$ cat src/rtl/wb_spi_if.sv
// rtl/wb_spi_if.sv - Wishbone slave bus bundle for the wb_spi SPI master
// Ports (as modports):
//   master: drives wb_cyc_i, wb_stb_i, wb_we_i, wb_adr_i, wb_sel_i, wb_dat_i;
//           samples wb_dat_o, wb_ack_o
//   slave : the reverse direction of every signal
interface wb_spi_if;
  logic        wb_cyc_i;
  logic        wb_stb_i;
  logic        wb_we_i;
  logic [1:0]  wb_adr_i;
  logic [3:0]  wb_sel_i;
  logic [31:0] wb_dat_i;
  logic [31:0] wb_dat_o;
  logic        wb_ack_o;

  modport master (
    output wb_cyc_i, wb_stb_i, wb_we_i, wb_adr_i, wb_sel_i, wb_dat_i,
    input  wb_dat_o, wb_ack_o
  );

  modport slave (
    input  wb_cyc_i, wb_stb_i, wb_we_i, wb_adr_i, wb_sel_i, wb_dat_i,
    output wb_dat_o, wb_ack_o
  );
endinterface

$ cat src/rtl/wb_spi.sv
// rtl/wb_spi.sv - Wishbone-attached SPI mode-0 byte master
// Ports:
//   clk_i     system clock, rising edge
//   rst_i     asynchronous active-low reset
//   wb        Wishbone slave bundle (DATA=0, CTRL=1, STATUS=2, 3 reserved)
//   spi_sclk  SPI clock, idle low
//   spi_mosi  serial out, MSB first
//   spi_miso  serial in
//   spi_ss_n  software-controlled slave select, active low
//   interrupt transfer-complete level interrupt
module wb_spi #(
  parameter logic [7:0] DIV_RESET = 8'd4
) (
  input  logic      clk_i,
  input  logic      rst_i,
  wb_spi_if.slave   wb,
  output logic      spi_sclk,
  output logic      spi_mosi,
  input  logic      spi_miso,
  output logic      spi_ss_n,
  output logic      interrupt
);

  typedef enum logic [1:0] {IDLE, LOW, HIGH} state_t;

  state_t      state_q, state_d;
  logic [7:0]  cnt_q, cnt_d;
  logic [2:0]  bit_q, bit_d;
  logic [7:0]  tx_q, tx_d;
  logic [7:0]  rx_sh_q, rx_sh_d;
  logic [7:0]  rx_q, rx_d;
  logic [7:0]  div_q, div_d;
  logic        ss_q, ss_d;
  logic        irq_en_q, irq_en_d;
  logic        done_q, done_d;
  logic        int_q, int_d;
  logic        sclk_q, sclk_d;
  logic        mosi_q, mosi_d;
  logic        ack_q, ack_d;
  logic [31:0] dat_q, dat_d;

  logic req, wr, rd, busy;

  // A new request is taken only when no ack is pending, so every access
  // gets exactly one single-cycle ack even with cyc/stb held high.
  assign req  = wb.wb_cyc_i & wb.wb_stb_i & ~ack_q;
  // Side effects commit at the end of the ack cycle, while the master
  // still holds address and data.
  assign wr   = ack_q & wb.wb_we_i;
  assign rd   = ack_q & ~wb.wb_we_i;
  assign busy = (state_q != IDLE);

  logic unused_ok;
  assign unused_ok = &{1'b0, wb.wb_sel_i[3:2], wb.wb_dat_i[31:10]};

  always_comb begin
    state_d  = state_q;
    cnt_d    = cnt_q;
    bit_d    = bit_q;
    tx_d     = tx_q;
    rx_sh_d  = rx_sh_q;
    rx_d     = rx_q;
    div_d    = div_q;
    ss_d     = ss_q;
    irq_en_d = irq_en_q;
    done_d   = done_q;
    sclk_d   = sclk_q;
    mosi_d   = mosi_q;
    ack_d    = req;
    dat_d    = 32'd0;
    int_d    = done_q & irq_en_q;

    if (req) begin
      case (wb.wb_adr_i)
        2'd0:    dat_d = {24'd0, rx_q};
        2'd1:    dat_d = {22'd0, irq_en_q, ss_q, div_q};
        2'd2:    dat_d = {30'd0, done_q, busy};
        default: dat_d = 32'd0;
      endcase
    end

    if (wr && wb.wb_adr_i == 2'd1) begin
      if (wb.wb_sel_i[0]) div_d = wb.wb_dat_i[7:0];
      if (wb.wb_sel_i[1]) begin
        ss_d     = wb.wb_dat_i[8];
        irq_en_d = wb.wb_dat_i[9];
      end
    end

    // Cleared here first so that a completion in the same cycle wins below.
    if (rd && wb.wb_adr_i == 2'd0) done_d = 1'b0;

    case (state_q)
      IDLE: begin
        if (wr && wb.wb_adr_i == 2'd0 && wb.wb_sel_i[0]) begin
          state_d = LOW;
          tx_d    = wb.wb_dat_i[7:0];
          mosi_d  = wb.wb_dat_i[7];
          bit_d   = 3'd0;
          done_d  = 1'b0;
          cnt_d   = div_q;
        end
      end
      LOW: begin
        if (cnt_q == 8'd0) begin
          state_d = HIGH;
          sclk_d  = 1'b1;
          rx_sh_d = {rx_sh_q[6:0], spi_miso};
          cnt_d   = div_q;
        end else begin
          cnt_d = cnt_q - 8'd1;
        end
      end
      HIGH: begin
        if (cnt_q == 8'd0) begin
          sclk_d = 1'b0;
          cnt_d  = div_q;
          if (bit_q == 3'd7) begin
            state_d = IDLE;
            rx_d    = rx_sh_q;
            done_d  = 1'b1;
          end else begin
            state_d = LOW;
            tx_d    = {tx_q[6:0], 1'b0};
            mosi_d  = tx_q[6];
            bit_d   = bit_q + 3'd1;
          end
        end else begin
          cnt_d = cnt_q - 8'd1;
        end
      end
      default: state_d = IDLE;
    endcase
  end

  always_ff @(posedge clk_i or negedge rst_i) begin
    if (!rst_i) begin
      state_q  <= IDLE;
      cnt_q    <= 8'd0;
      bit_q    <= 3'd0;
      tx_q     <= 8'd0;
      rx_sh_q  <= 8'd0;
      rx_q     <= 8'd0;
      div_q    <= DIV_RESET;
      ss_q     <= 1'b0;
      irq_en_q <= 1'b0;
      done_q   <= 1'b0;
      int_q    <= 1'b0;
      sclk_q   <= 1'b0;
      mosi_q   <= 1'b0;
      ack_q    <= 1'b0;
      dat_q    <= 32'd0;
    end else begin
      state_q  <= state_d;
      cnt_q    <= cnt_d;
      bit_q    <= bit_d;
      tx_q     <= tx_d;
      rx_sh_q  <= rx_sh_d;
      rx_q     <= rx_d;
      div_q    <= div_d;
      ss_q     <= ss_d;
      irq_en_q <= irq_en_d;
      done_q   <= done_d;
      int_q    <= int_d;
      sclk_q   <= sclk_d;
      mosi_q   <= mosi_d;
      ack_q    <= ack_d;
      dat_q    <= dat_d;
    end
  end

  assign wb.wb_ack_o = ack_q;
  assign wb.wb_dat_o = dat_q;
  assign spi_sclk    = sclk_q;
  assign spi_mosi    = mosi_q;
  assign spi_ss_n    = ~ss_q;
  assign interrupt   = int_q;

endmodule

$ cat src/flat_wrapper.sv
// flat-port wrapper written by rule: the top's interface ports become plain ports
module wb_spi_flat 
#(
  parameter logic [7:0] DIV_RESET = 8'd4
)
  (clk_i, rst_i, spi_sclk, spi_mosi, spi_miso, spi_ss_n, interrupt, wb_wb_cyc_i, wb_wb_stb_i, wb_wb_we_i, wb_wb_adr_i, wb_wb_sel_i, wb_wb_dat_i, wb_wb_dat_o, wb_wb_ack_o);
  wb_spi_if wb_i ();
  input  logic clk_i;
  input  logic rst_i;
  output logic spi_sclk;
  output logic spi_mosi;
  input  logic spi_miso;
  output logic spi_ss_n;
  output logic interrupt;
  input wire logic [$bits(wb_i.wb_cyc_i)-1:0] wb_wb_cyc_i;
  input wire logic [$bits(wb_i.wb_stb_i)-1:0] wb_wb_stb_i;
  input wire logic [$bits(wb_i.wb_we_i)-1:0] wb_wb_we_i;
  input wire logic [$bits(wb_i.wb_adr_i)-1:0] wb_wb_adr_i;
  input wire logic [$bits(wb_i.wb_sel_i)-1:0] wb_wb_sel_i;
  input wire logic [$bits(wb_i.wb_dat_i)-1:0] wb_wb_dat_i;
  output wire logic [$bits(wb_i.wb_dat_o)-1:0] wb_wb_dat_o;
  output wire logic [$bits(wb_i.wb_ack_o)-1:0] wb_wb_ack_o;
  assign wb_i.wb_cyc_i = wb_wb_cyc_i;
  assign wb_i.wb_stb_i = wb_wb_stb_i;
  assign wb_i.wb_we_i = wb_wb_we_i;
  assign wb_i.wb_adr_i = wb_wb_adr_i;
  assign wb_i.wb_sel_i = wb_wb_sel_i;
  assign wb_i.wb_dat_i = wb_wb_dat_i;
  assign wb_wb_dat_o = wb_i.wb_dat_o;
  assign wb_wb_ack_o = wb_i.wb_ack_o;
  wb_spi #(.DIV_RESET(DIV_RESET)) u_core (.clk_i(clk_i), .rst_i(rst_i), .wb(wb_i), .spi_sclk(spi_sclk), .spi_mosi(spi_mosi), .spi_miso(spi_miso), .spi_ss_n(spi_ss_n), .interrupt(interrupt));
endmodule
$ cat config.mk
export PLATFORM = sky130hd
export DESIGN_NAME = wb_spi_flat
export DESIGN_NICKNAME = d
export VERILOG_FILES = /design/src/rtl/wb_spi_if.sv /design/src/rtl/wb_spi.sv /design/src/flat_wrapper.sv
export SDC_FILE = /design/constraint.sdc
export NUM_CORES = 1
export LEC_CHECK = 0
export BUFFER_PORTS_ARGS = -buffer_cell sky130_fd_sc_hd__buf_2
export CAP_MARGIN = 5
export CORE_UTILIZATION = 42
export DETAILED_ROUTE_END_ITERATION = 10
export GPL_TIMING_DRIVEN = 0
export PLACE_DENSITY = 0.64
export SKIP_LAST_GASP = 1
export SLEW_MARGIN = 20
export SYNTH_ARGS = -nofsm -noshare
export SYNTH_HDL_FRONTEND = slang
export SYNTH_SLANG_ARGS = --single-unit
$ cat constraint.sdc
create_clock -name clk_i -period 3.5 [get_ports clk_i]
set_input_delay 1.05 -clock clk_i [delete_from_list [all_inputs] [get_ports clk_i]]
set_output_delay 1.05 -clock clk_i [all_outputs]
set_load 0.01 [all_outputs]
==> summary.md <==
| Metric | Value |
|---|---|
| Critical path cell sequence | buf_2 > or3b_2 > o21ai_1 > buf_4 > o21ai_0 > mux2i_1 |
| DP Area | 3430 um^2 |
| Peak Freq | 427 MHz |
| CTS Buffer Depth | 2 |
| Vias per cell | 4.97 |
| Standard-cell row count | 30 |
| CTS clk-pin slew, worst paths | 0.08 ns |
| Buffers & Inverters on Critical Path | 2 |
| Async SR Flop Fraction | 1.00 |
| Ant. Diodes | 0 |
| Die W | 87.3 um |
| Clock skew | 0.0125 ns |
| Type of destination of the critical path | flip-flop |
| Fin area | 3660 um^2 |
| Initial core utilization | 0.443 |
| CP startpoint kind | input port |
| Synth top cells by count | dfrtp_1 (60), a21oi_1 (24), buf_4 (24) |
| Post-CTS Resized | 0 |
| GRT overflow | 0 |
| Yosys reg bits | 61 |
| Antenna violations before repair | 0 |
| Setup TNS | 0 ns |
| Tightest Pin Transition | 0.771 ns |
| # DRC | 0 |
| CP max stage cell | or3b_2 |
| Area Growth Syn to Fin | 19.7% |
| CTS Sinks | 61 |
| Synthesized area per cell | 11.2 um^2 |
| Filler instances | 634 |
| Setup repair after global routing missed its margin | no |
| Seq/Total Area, Yosys | 0.499 |
| TritonCTS buffer count | 9 |
| Final Max Slew Viols | 0 |
| Top Ports | 81 |
| Leakage power | 1.81 nW |
| Pwr dens | 715 nW/um^2 |
| H-Tree Level Count | 3 |
| TritonCTS clock tree | done |
| Wire length of the first global-routing pass | 10000 um |
| Main flop type after synthesis | dfrtp_1 |
| Area leader, netlist | dfrtp_1 |
| Tcrit/Tclk final | 0.669 |
| Synth Cell Area | 3060 um^2 |
| Yosys cell types | 53 |
| Arr. time, crit path | 2.57 ns |
| Peak VDD IR | 498 uV |
| Starting DRT DRC Count | 125 |
| Top post-synthesis cells by area | dfrtp_1 (49%), mux2_2 (6.6%), buf_4 (5.9%), mux2i_1 (5.2%), a21oi_1 (3.9%) |
| Routed Antenna Nets | 0 |
| Final count of hold timing violations | 0 |
| Root buf cell | clkbuf_8 |
| CP startpoint | wb_wb_adr_i[1] |
| Ys Warns | 0 |
| Post-Syn Instances | 272 |
| Number of max-cap violations | 0 |
| Status | finished clean |
| CP delay by family, top | simple AND/OR/NAND/NOR gates |
| Vias in the first global route | 2009 |
| Initial DRT Pass Iterations | 4 |
| Largest net degree at the start of global routing | 62 |
| Final setup violation count | 0 |
| Top cell type's share of synthesized area | 0.491 |
| Slew margin rel. | 0.486 |
| Wire per inst | 14.1 um |
| Core region area | 6910 um^2 |
| Post-layout minimum cycle time | 2.34 ns |
| Hold-fix buffers, CTS | 0 |
| Hold Startpoint | u_core.irq_en_q$_DFFE_PN0P_ |
| Final wirelength | 6190 um |
| Dpl hpwl | 4360 um |
| Nets@finish | 389 |
| Die area | 7630 um^2 |
| CP Max Fanout | 10 |
| GPL Wtd Cong | 0.864 |
| Number of flops mapped to enable cells by yosys | 0 |
| Clk_lat worst skew | 0.35 ns |
| Port Buffers | 34 |
| CP Class | input port to flip-flop |
| Share of layout cells above drive strength 1 | 0.327 |
| Worst Path Required | 3.73 ns |
| Hold crit path type | flip-flop to flip-flop |
| GRT Util Overall | 0.179 |
| R2R Path Start | u_core.cnt_q[0]$_DFFE_PN0P_ |
| Via count | 2183 |
| Most frequent cell after synthesis | dfrtp_1 |
| Die Span Y | 87.3 um |
| Crit-path max cell delay | 0.52 ns |
| Total setup buffers inserted after CTS | 0 |
kinds of logic after synthesis:
family,after synthesis,share of synthesized area
AOI/OAI and AO/OA,59,0.120
DFF,61,0.499
adders and majority gates,7,0.0286
other,1,0.00123
and+or+nand+nor,56,0.101
buffers and inverters,46,0.0920
muxes,42,0.158
state kept, by name, indices dropped and copies added (netlist names), 2 cells and up:
| signal | cells |
|---|---|
| u_core.state_q | 2 |
| u_core.rx_q | 8 |
| u_core.rx_sh_q | 8 |
| u_core.wb.wb_dat_o | 10 |
| u_core.cnt_q | 8 |
| u_core.bit_q | 3 |
| u_core.tx_q | 7 |
| u_core.div_q | 8 |
layer usage:
layer  GRT usage  vias up  share of wire  wire length (um)
met5           0        -              0                 0
met4      0.0835        0          0.022               135
met2       0.264       65           0.45              2780
li1            -     1064              -                 -
met3      0.0540       13          0.050               312
met1       0.242     1041           0.48              2970
power by group:
part	switching, mW	leakage [nW]	internal, mW	total, mW
Clock	0.298	0.113	0.425	0.723
Sequential	0.131	0.793	0.862	0.992
Combinational	0.524	0.909	0.381	0.905
placed cells by master, fill, tap and decap left out, types with 7 or more instances in the layout:
cell      Yosys  layout
buf_4        24      25
mux2_2       18      18
ha_1          7       7
a21oi_1      24      24
inv_1        14      14
clkbuf_8      0      10
buf_2         2      35
dfrtp_1      60      60
conb_1        1      22
o21ai_0      11      11
mux2_4        8       8
nand2_1       7       7
nor2_1       17      17
mux2i_1      16      16
cell type report:
cell class,instances,area [um^2],area share
clock inverter,6,93.8,0.0256
clock buffer,10,138,0.0376
tap,96,120,0.0328
sequential,61,1530,0.417
buffer,32,229,0.0625
timing repair buffer,34,173,0.0471
multi-input combinational,186,1330,0.363
inverter,14,52.6,0.0143
stage by stage:
stage / util / worst slack (ns) / hold slack, ns / total power [mW] / std cells
6_report: 0.530 / 1.16 / 0.508 / 2.62 / 439
5_1_grt: 0.530 / 1.08 / 0.529 / 2.80 / 439
4_1_cts: 0.530 / 1.18 / 0.510 / 2.63 / 439
3_5_place_dp: 0.497 / 0.800 / 0.489 / 1.90 / 423
3_3_place_gp: 0.496 / 0.831 / 0.487 / 1.88 / 423
2_1_floorplan: - / 1.23 / 0.470 / 1.66 / 293
final timing paths:
kind | to | slack (ns) | depth (start not counted)
setup / recovery | u_core.state_q[0]$_DFFE_PN0P_ | 1.16 | 6
hold / removal | u_core.interrupt$_DFF_PN0_ | 0.51 | 1
setup reg to reg | u_core.rx_q[7]$_DFFE_PN0P_ | 1.22 | 8
hold reg to reg | u_core.interrupt$_DFF_PN0_ | 0.51 | 1
max in group asynchronous | u_core.div_q[7]$_DFFE_PN0P_ | 2.20 | 1
min in group asynchronous | u_core.div_q[0]$_DFFE_PN0P_ | 0.77 | 1
Power figures use the tool's default switching activity.
